===== src/rtl/cmd_mem_reader.sv =====
// cmd_mem_reader: scans the command memory, dispatches due commands to the sequencer,
// then asks the writer to erase the slot. Optional late-command drop: CMD_LATE_DROP_EN.
module cmd_mem_reader #(
  parameter int unsigned N_IDX     = 255,
  parameter logic [63:0] TIME_LEAD = 64'd16
) (
  input  logic          CLK,
  input  logic          rst,
  input  logic [63:0]   SYS_TIME,
  input  logic          WR_BUSY,
  output logic [7:0]    rd_addr,
  output logic          rd_en,
  input  logic [337:0]  rd_data,
  output logic          clr_req,
  output logic [7:0]    clr_addr,
  input  logic          clr_ack,
  output logic          CMD_VALID,
  input  logic          CMD_READY,
  output logic [7:0]    CMD_ADDR,
  output logic [47:0]   FREQ,
  output logic [47:0]   FREQ_STEP,
  output logic [31:0]   FREQ_RATE,
  output logic [63:0]   TIME_START,
  output logic [15:0]   N_impulse,
  output logic [1:0]    TYPE_impulse,
  output logic [31:0]   Interval_Ti,
  output logic [31:0]   Interval_Tp,
  output logic [31:0]   Tblank1,
  output logic [31:0]   Tblank2,
  output logic          SCAN_DONE,
  output logic [15:0]   LATE_CNT
);

  localparam int unsigned AW       = 8;
  localparam logic [63:0] EMPTY_TS = 64'hFFFF_FFFF_FFFF_FFFF;

  typedef enum logic [2:0] {IDLE, READ, EVAL, OUT, CLR} state_t;
  state_t state;

  logic [63:0] w_ts;
  logic [47:0] w_freq, w_fstep;
  logic [31:0] w_frate, w_ti, w_tp, w_tb1, w_tb2;
  logic [15:0] w_nimp;
  logic [1:0]  w_type;
  logic        empty_w, due_w, late_w, wrap_w, advance_w;

  assign {w_ts, w_freq, w_fstep, w_frate, w_nimp, w_type, w_ti, w_tp, w_tb1, w_tb2} = rd_data;

  assign empty_w = (w_ts == EMPTY_TS);
  assign due_w   = (w_ts <= (SYS_TIME + TIME_LEAD));
`ifdef CMD_LATE_DROP_EN
  assign late_w  = !empty_w && (w_ts < SYS_TIME);
`else
  assign late_w  = 1'b0;
  assign LATE_CNT = 16'd0;
`endif
  assign wrap_w    = (rd_addr == AW'(N_IDX));
  // Move to the next slot after a skipped evaluation or an acknowledged clear
  assign advance_w = ((state == EVAL) && !late_w && (empty_w || !due_w)) ||
                     ((state == CLR) && clr_ack);

  // rd_addr doubles as the scan address; it only moves on advance
  always_ff @(posedge CLK) begin
    if (rst) begin
      state        <= IDLE;
      rd_addr      <= '0;
      rd_en        <= 1'b0;
      clr_req      <= 1'b0;
      clr_addr     <= '0;
      CMD_VALID    <= 1'b0;
      CMD_ADDR     <= '0;
      FREQ         <= '0;
      FREQ_STEP    <= '0;
      FREQ_RATE    <= '0;
      TIME_START   <= '0;
      N_impulse    <= '0;
      TYPE_impulse <= '0;
      Interval_Ti  <= '0;
      Interval_Tp  <= '0;
      Tblank1      <= '0;
      Tblank2      <= '0;
      SCAN_DONE    <= 1'b0;
`ifdef CMD_LATE_DROP_EN
      LATE_CNT     <= '0;
`endif
    end else begin
      rd_en     <= 1'b0;
      SCAN_DONE <= 1'b0;
      case (state)
        IDLE: begin
          if (!WR_BUSY) begin
            rd_en <= 1'b1;
            state <= READ;
          end
        end
        READ: state <= EVAL;
        EVAL: begin
          if (late_w) begin
            clr_req  <= 1'b1;
            clr_addr <= rd_addr;
            state    <= CLR;
`ifdef CMD_LATE_DROP_EN
            if (LATE_CNT != 16'hFFFF) LATE_CNT <= LATE_CNT + 16'd1;
`endif
          end else if (!empty_w && due_w) begin
            TIME_START   <= w_ts;
            FREQ         <= w_freq;
            FREQ_STEP    <= w_fstep;
            FREQ_RATE    <= w_frate;
            N_impulse    <= w_nimp;
            TYPE_impulse <= w_type;
            Interval_Ti  <= w_ti;
            Interval_Tp  <= w_tp;
            Tblank1      <= w_tb1;
            Tblank2      <= w_tb2;
            CMD_ADDR     <= rd_addr;
            CMD_VALID    <= 1'b1;
            state        <= OUT;
          end
        end
        OUT: begin
          if (CMD_READY) begin
            CMD_VALID <= 1'b0;
            clr_req   <= 1'b1;
            clr_addr  <= CMD_ADDR;
            state     <= CLR;
          end
        end
        CLR: begin
          if (clr_ack) clr_req <= 1'b0;
        end
        default: state <= IDLE;
      endcase

      if (advance_w) begin
        rd_addr   <= wrap_w ? '0 : rd_addr + AW'(1);
        SCAN_DONE <= wrap_w;
        if (WR_BUSY) begin
          state <= IDLE;
        end else begin
          rd_en <= 1'b1;
          state <= READ;
        end
      end
    end
  end

endmodule

===== config.mk =====
export PLATFORM = sky130hd
export DESIGN_NAME = cmd_mem_reader
export DESIGN_NICKNAME = d
export VERILOG_FILES = /design/src/rtl/cmd_mem_reader.sv
export SDC_FILE = /design/constraint.sdc
export NUM_CORES = 1
export LEC_CHECK = 0
export ABC_AREA = 1
export CORE_AREA = 2 2 303 305
export CTS_BUF_LIST = sky130_fd_sc_hd__clkbuf_2 sky130_fd_sc_hd__clkbuf_4 sky130_fd_sc_hd__clkbuf_8
export DETAILED_ROUTE_END_ITERATION = 8
export DIE_AREA = 0 0 305 307
export PLACE_DENSITY = 0.51
export REMOVE_ABC_BUFFERS = 1
export SETUP_SLACK_MARGIN = 0.2
export SLEW_MARGIN = 40
export SYNTH_ARGS = -nofsm -noshare
export SYNTH_HDL_FRONTEND = slang
export SYNTH_SLANG_ARGS = --single-unit

===== constraint.sdc =====
create_clock -name CLK -period 6 [get_ports CLK]
set_input_delay 1.5 -clock CLK [delete_from_list [all_inputs] [get_ports CLK]]
set_output_delay 1.5 -clock CLK [all_outputs]
set_load 0.005 [all_outputs]

==> metrics.txt, run 1 <==
Unique masters post-synth 37; worst slew pin tran 0.664 ns; Critical Path AT 5.92 ns; Syn Inst Count 2162; Die Height 307 µm; htree depth 3; first-pass GRT wire length 102000 µm; maximum clock frequency 186 MHz; die area 0.0936 mm²; WP buf/inv 4; CTS Buf Count 75; critical path capture point type register; Avg Inst Size Synth 7.63 µm²; GRT Overall Usage 14.3%; Yosys top cell by area dfxtp_1; worst hold path cell count 2; # IOs 789; YS warnings 0; Die X-Extent 305 µm; cell area power density 287 mW/mm²; period utilisation layout 89.7%; GPL Wtd Cong 0.837; Reg-to-Reg End TIME_START[23]$_SDFFE_PP0P_; WS Path Type in -> reg; final setup violation count 0; Final HPWL DP 55100 µm; hold_sp Interval_Tp[11]$_SDFFE_PP0P_; # rows 111; Hold Path Class reg -> reg; Reg2Reg Setup Slack 3.96 ns; max incr delay on CP 0.52 ns; outcome finished, final reports clean; Hold Violations, Final 0; post-layout minimum cycle time 5.38 ns; area occupied by multi-input gates 0.00690 mm²; Max Slew Vio Count 0; layout cell share with drive strength beyond 1 7.32%; Hold Path End Interval_Tp[11]$_SDFFE_PP0P_; core area 0.0907 mm²; CP most frequent cell nand3_4; clk_skew 0.0348 ns; CTS Hold Bufs 0; Reg2Reg Depth 7; clock buffer depth 3; Clk pin slew, worst setup/hold paths 0.05 ns; #FFs+latches synth 369; Max Cap Viol 0; RSZ-0062 raised after global routing no; effective utilization at floorplan 18.2%; RR Startpoint state[2]$_SDFFE_PP0P_; CP max-delay cell clkdlybuf4s50_1; # DRC 0; Rel. slew slack 55.6%; drt wl/cell 16.5 µm; total negative slack 0 ns; static leakage 10.2 nW; latest clock arrival within the worst-skew pair 0.70 ns; DRT Pass-1 Iters 7; vias per cell 3.97; gr ovfl total 0; Critical Path RT 6.54 ns; Register Area 0.00739 mm²; top-area cell type share of the netlist area 44.8%; initial antenna violation count 7; vias in the first global route 16300; post-cts sizing count 0; critical path fanouts, max 40; Min Hold Slack 0.439 ns; P&R area growth vs syn 66.6%; final wirelength 69300 µm; synthesized area 0.0165 mm²; Fill cells 9708; Max rail drop VDD 0.000124 V; port bufs 772; DRT iter0 DRCs 812; number of setup buffers added after CTS 0; main area contributors after synthesis dfxtp_1, a21oi_1, o21ai_0, inv_1, ha_1; post-route ant nets 0; CTS root buf clkbuf_8; sequential area share after synthesis 44.8%; Startpoint Class primary input; largest net degree at the start of global routing 143; Largest delay share family, worst path simple AND/OR/NAND/NOR gates; routed vias 16700; fin nets 3429; CTS tree yes; Clock Sinks 369
-- power breakdown --
group / switching (W) / total (W) / internal, W
registers: 0.000193 / 0.00301 / 0.00282
clock network: 0.00121 / 0.00283 / 0.00161
logic: 0.000889 / 0.00204 / 0.00115
total: 0.00230 / 0.00788 / 0.00558
-- through the flow --
step           utilization [%]  setup slack [ns]  area, µm²  total power (W)  cells
4_1_cts                   30.2             0.618      27400          0.00805   4192
3_5_place_dp              28.5            -0.161      25800          0.00513   4064
6_report                  30.3             0.619      27500          0.00788   4197
5_1_grt                   30.3             0.270      27500          0.00837   4197
2_1_floorplan                -             -5.63      15900          0.00378   2041
3_3_place_gp              28.5            -0.117      25800          0.00511   4064
-- synth_stat cells --
| cell | instances |
|---|---|
| a21boi_0 | 1 |
| a21o_1 | 2 |
| a21oi_1 | 394 |
| a31oi_1 | 1 |
| and3_1 | 2 |
| buf_1 | 4 |
| buf_2 | 44 |
| buf_4 | 16 |
| clkbuf_1 | 72 |
| conb_1 | 1 |
| dfxtp_1 | 369 |
| ha_1 | 66 |
| inv_1 | 436 |
| inv_2 | 1 |
| nand2_1 | 139 |
| nand2_2 | 2 |
| nand3_1 | 26 |
| nand3_2 | 7 |
| nand3_4 | 3 |
| nand3b_1 | 4 |
| nand4_1 | 32 |
| nor2_1 | 56 |
| nor2_2 | 3 |
| nor2_4 | 3 |
| nor2_8 | 1 |
| nor3_1 | 30 |
| nor3_2 | 2 |
| nor3b_1 | 1 |
| nor3b_4 | 1 |
| nor4_1 | 7 |
| nor4_4 | 1 |
| nor4b_1 | 1 |
| o21a_1 | 4 |
| o21ai_0 | 365 |
| or2_2 | 1 |
| xnor2_1 | 19 |
| xor2_1 | 45 |
-- sequential cells by signal, summed over array words and instances, names as in the netlist, 3 cells and up --
| register | count |
|---|---|
| Interval_Ti | 32 |
| rd_addr | 8 |
| Tblank1 | 32 |
| state | 3 |
| CMD_ADDR | 8 |
| FREQ_RATE | 32 |
| TIME_START | 64 |
| N_impulse | 16 |
| clr_addr | 8 |
| Interval_Tp | 32 |
| FREQ_STEP | 48 |
| Tblank2 | 32 |
| FREQ | 48 |
-- worst max-delay path by stage --
stage | end | depth (start not counted) | start | slack, ns
after CTS | TIME_START[23]$_SDFFE_PP0P_ | 26 | SYS_TIME[4] | 0.62
after detailed placement | TIME_START[23]$_SDFFE_PP0P_ | 26 | SYS_TIME[4] | -0.16
final | TIME_START[23]$_SDFFE_PP0P_ | 26 | SYS_TIME[4] | 0.62
after floorplan | CMD_ADDR[0]$_SDFFE_PP0P_ | 25 | SYS_TIME[4] | -5.63
after global routing | TIME_START[23]$_SDFFE_PP0P_ | 28 | SYS_TIME[4] | 0.27
after global placement | TIME_START[23]$_SDFFE_PP0P_ | 26 | SYS_TIME[4] | -0.12
-- worst reg2reg max path: stages, from the launching register on --
cell,delay [ns]
dfxtp_1,0.34
or2_2,0.31
nor2_1,0.35
nand3_4,0.19
buf_12,0.21
buf_4,0.20
o21ai_0,0.26
a21oi_1,0.06
-- per-layer routing --
metal / share of wire, % / track usage [%] / up-vias
li1: - / - / 8581
met1: 39 / 15.8 / 7446
met2: 50 / 25.5 / 547
met3: 7.7 / 4.65 / 94
met4: 2.3 / 5.26 / 4
met5: 0.038 / 0 / -
-- kinds of logic (layout without fill, tap and decap cells) --
| group | Yosys count | in the layout | synth area share [%] |
|---|---|---|---|
| fa+ha+maj | 66 | 66 | 5.01 |
| flops | 369 | 369 | 44.8 |
| other cells | 1 | 20 | 0.0227 |
| simple gates | 322 | 322 | 9.64 |
| compound gates | 767 | 767 | 23.4 |
| xor+xnor | 64 | 64 | 3.40 |
| buf+inv | 573 | 1403 | 13.7 |
-- cell usage in the layout, fill, tap and decap left out, types with 3 or more instances in the layout --
cell type	synthesis	routed
a21oi_1	394	394
buf_12	0	16
buf_4	16	49
clkbuf_4	0	23
clkbuf_8	0	91
clkdlybuf4s50_1	0	772
clkinv_2	0	4
conb_1	1	16
dfxtp_1	369	369
diode_2	0	4
ha_1	66	66
inv_1	436	435
inv_12	0	3
nand2_1	139	139
nand3_1	26	26
nand3_2	7	6
nand3_4	3	4
nand3b_1	4	4
nand4_1	32	32
nor2_1	56	56
nor2_2	3	3
nor2_4	3	3
nor3_1	30	30
nor4_1	7	7
o21a_1	4	4
o21ai_0	365	365
xnor2_1	19	19
xor2_1	45	45
-- final cells by class --
| cell class | count | area share (%) |
|---|---|---|
| repair buffers | 838 | 30.7 |
| flip-flops and latches | 369 | 26.9 |
| multi-input cells | 1235 | 25.1 |
| inverters | 437 | 6.00 |
| well taps | 1186 | 5.40 |
| clock buffers | 114 | 5.19 |
| clock inverters | 14 | 0.629 |
| diodes | 4 | 0.0364 |
No activity file was read; power rests on OpenSTA's default activity.
==> run 2, diff against run 1 <==
Settings changed: SLEW_MARGIN 40 to 0.
==> run 2 against run 1 <==
Effect of this change:
- first-iteration DRC count down 11%
- sequential share of layout area about the same
- worst hold slack about the same
- utilization about the same
- setup slack worse by 0.0029 ns
- global-route usage unchanged
- register-to-register slack about the same
- sequential power about the same
- clock-buffer cell count unchanged
- cell count about the same
- largest power group unchanged
- combinational power about the same
==> metrics.txt, run 2 (synthesized netlist as in run 1, its figures left out) <==
CP most frequent cell nand3_4 (unchanged); WP buf/inv 4 (unchanged); Clk pin slew, worst setup/hold paths 0.05 ns (about the same); placed cells 4064 (unchanged); die area 0.0936 mm² (unchanged); effective utilization at floorplan 18.2% (unchanged); CP max-delay cell clkdlybuf4s50_1 (unchanged); most frequent cells in the layout clkdlybuf4s50_1, inv_1, a21oi_1, dfxtp_1, o21ai_0 (unchanged); number of setup buffers added after CTS 0 (unchanged); post-cts sizing count 0 (unchanged); outcome finished, final reports clean (unchanged); RSZ-0062 raised after global routing no (unchanged); clk_skew 0.0313 ns (was 0.0348 ns); DRT iter0 DRCs 726 (was 812); Fill cells 9710 (was 9708); initial antenna violation count 7 (unchanged); post-route ant nets 0 (unchanged); Largest delay share family, worst path simple AND/OR/NAND/NOR gates (unchanged); Critical Path RT 6.54 ns (about the same); CTS Hold Bufs 0 (unchanged); Critical Path AT 5.92 ns (about the same); most common cell after layout, fill and taps aside clkdlybuf4s50_1 (unchanged); Final Util 30.3% (about the same); Die Height 307 µm (unchanged); Final HPWL DP 55100 µm (unchanged); Startpoint Class primary input (unchanged); layout cell share with drive strength beyond 1 7.29% (was 7.32%); clock buffer depth 3 (unchanged); post-layout minimum cycle time 5.38 ns (about the same); P&R area growth vs syn 66.4% (was 66.6%); CTS Buf Count 75 (unchanged); Max Cap Viol 0 (unchanged); static leakage 10.2 nW (about the same); non-filler instance count after layout 4196 (was 4197); drt wl/cell 16.5 µm (about the same); period utilisation layout 89.7% (about the same); biggest regs TIME_START x64, FREQ x48, FREQ_STEP x48 (unchanged); vias in the first global route 16300 (unchanged); gr ovfl total 0 (unchanged); port bufs 772 (unchanged); # IOs 789 (unchanged); Largest register FFs 64 (unchanged); GRT Overall Usage 14.3% (unchanged); maximum clock frequency 186 MHz (about the same); CTS tree yes (unchanged); vias per cell 3.95 (was 3.97); worst slew pin tran 0.799 ns (was 0.664 ns); Rel. slew slack 46.8% (was 55.6%); Max rail drop VDD 0.000124 V (about the same); latest clock arrival within the worst-skew pair 0.69 ns (was 0.70 ns); Hold Path Class reg -> reg (unchanged); # DRC 0 (unchanged); largest net degree at the start of global routing 143 (unchanged); Die X-Extent 305 µm (unchanged); Max Slew Vio Count 0 (unchanged); Hold Violations, Final 0 (unchanged); routed vias 16600 (was 16700); fin nets 3428 (was 3429); critical path capture point type register (unchanged); total power 0.00788 W (about the same); cell area power density 287 mW/mm² (about the same); final wirelength 69300 µm (about the same); # rows 111 (unchanged); Clock Sinks 369 (unchanged); max incr delay on CP 0.52 ns (about the same); most flop-heavy register TIME_START (unchanged); final setup violation count 0 (unchanged); WS Path Type in -> reg (unchanged); first-pass GRT wire length 102000 µm (unchanged); DRT Pass-1 Iters 5 (was 7); GPL Wtd Cong 0.837 (unchanged); critical path fanouts, max 40 (unchanged); htree depth 3 (unchanged); CTS root buf clkbuf_8 (unchanged); core area 0.0907 mm² (unchanged)
run 2: cell types whose count changed in the layout (fill, tap and decap cells not counted):
cell,before,now
buf_16,1,0
run 2: area by class of cell:
type / count / area, µm² / area share, %
Antenna cell: 4 / 10.0 / 0.0365
Sequential cell: 369 / 7390 / 26.9
Timing Repair Buffer: 837 / 8420 / 30.7
Inverter: 437 / 1650 / 6.00
Clock inverter: 14 / 173 / 0.629
Tap cell: 1186 / 1480 / 5.41
Clock buffer: 114 / 1430 / 5.19
Multi-Input combinational cell: 1235 / 6900 / 25.1
run 2: worst paths after layout:
| path | from | endpoint | slack [ns] | depth (start not counted) |
|---|---|---|---|---|
| hold / removal | Interval_Tp[11]$_SDFFE_PP0P_ | Interval_Tp[11]$_SDFFE_PP0P_ | 0.44 | 2 |
| hold reg to reg | Interval_Tp[11]$_SDFFE_PP0P_ | Interval_Tp[11]$_SDFFE_PP0P_ | 0.44 | 2 |
| setup reg to reg | state[2]$_SDFFE_PP0P_ | TIME_START[23]$_SDFFE_PP0P_ | 3.95 | 7 |
| setup / recovery | SYS_TIME[4] | TIME_START[23]$_SDFFE_PP0P_ | 0.62 | 26 |
run 2: metrics by stage:
step	hold WS (ns)	TNS, ns	setup slack (ns)	cell area [µm²]
after floorplan	0.442	-1952.55	-5.63	15900
after global placement	0.430	-2.14	-0.117	25800
after detailed placement	0.434	-10.32	-0.161	25800
after CTS	0.442	0	0.618	27400
after global routing	0.456	0	0.270	27400
final	0.439	0	0.616	27400
run 2: metal layers:
metal | global-route usage [%] | wire [µm] | share of wire [%]
met1 | 15.8 | 27500 | 40
met2 | 25.5 | 34800 | 50
met3 | 4.65 | 5290 | 7.6
met4 | 5.26 | 1610 | 2.3
met5 | 0 | 27 | 0.039
run 2: tightest hold or removal path: stages (launching register included):
cell     delay [ns]
dfxtp_1        0.30
inv_1          0.04
a21oi_1        0.05
run 2: report_power, final:
part / switching (W) / leakage (nW) / total [W] / internal, W
Clock: 0.00122 / 0.841 / 0.00283 / 0.00161
Combinational: 0.000889 / 6.36 / 0.00204 / 0.00115
Sequential: 0.000193 / 3.00 / 0.00301 / 0.00282
Total: 0.00230 / 10.2 / 0.00788 / 0.00558
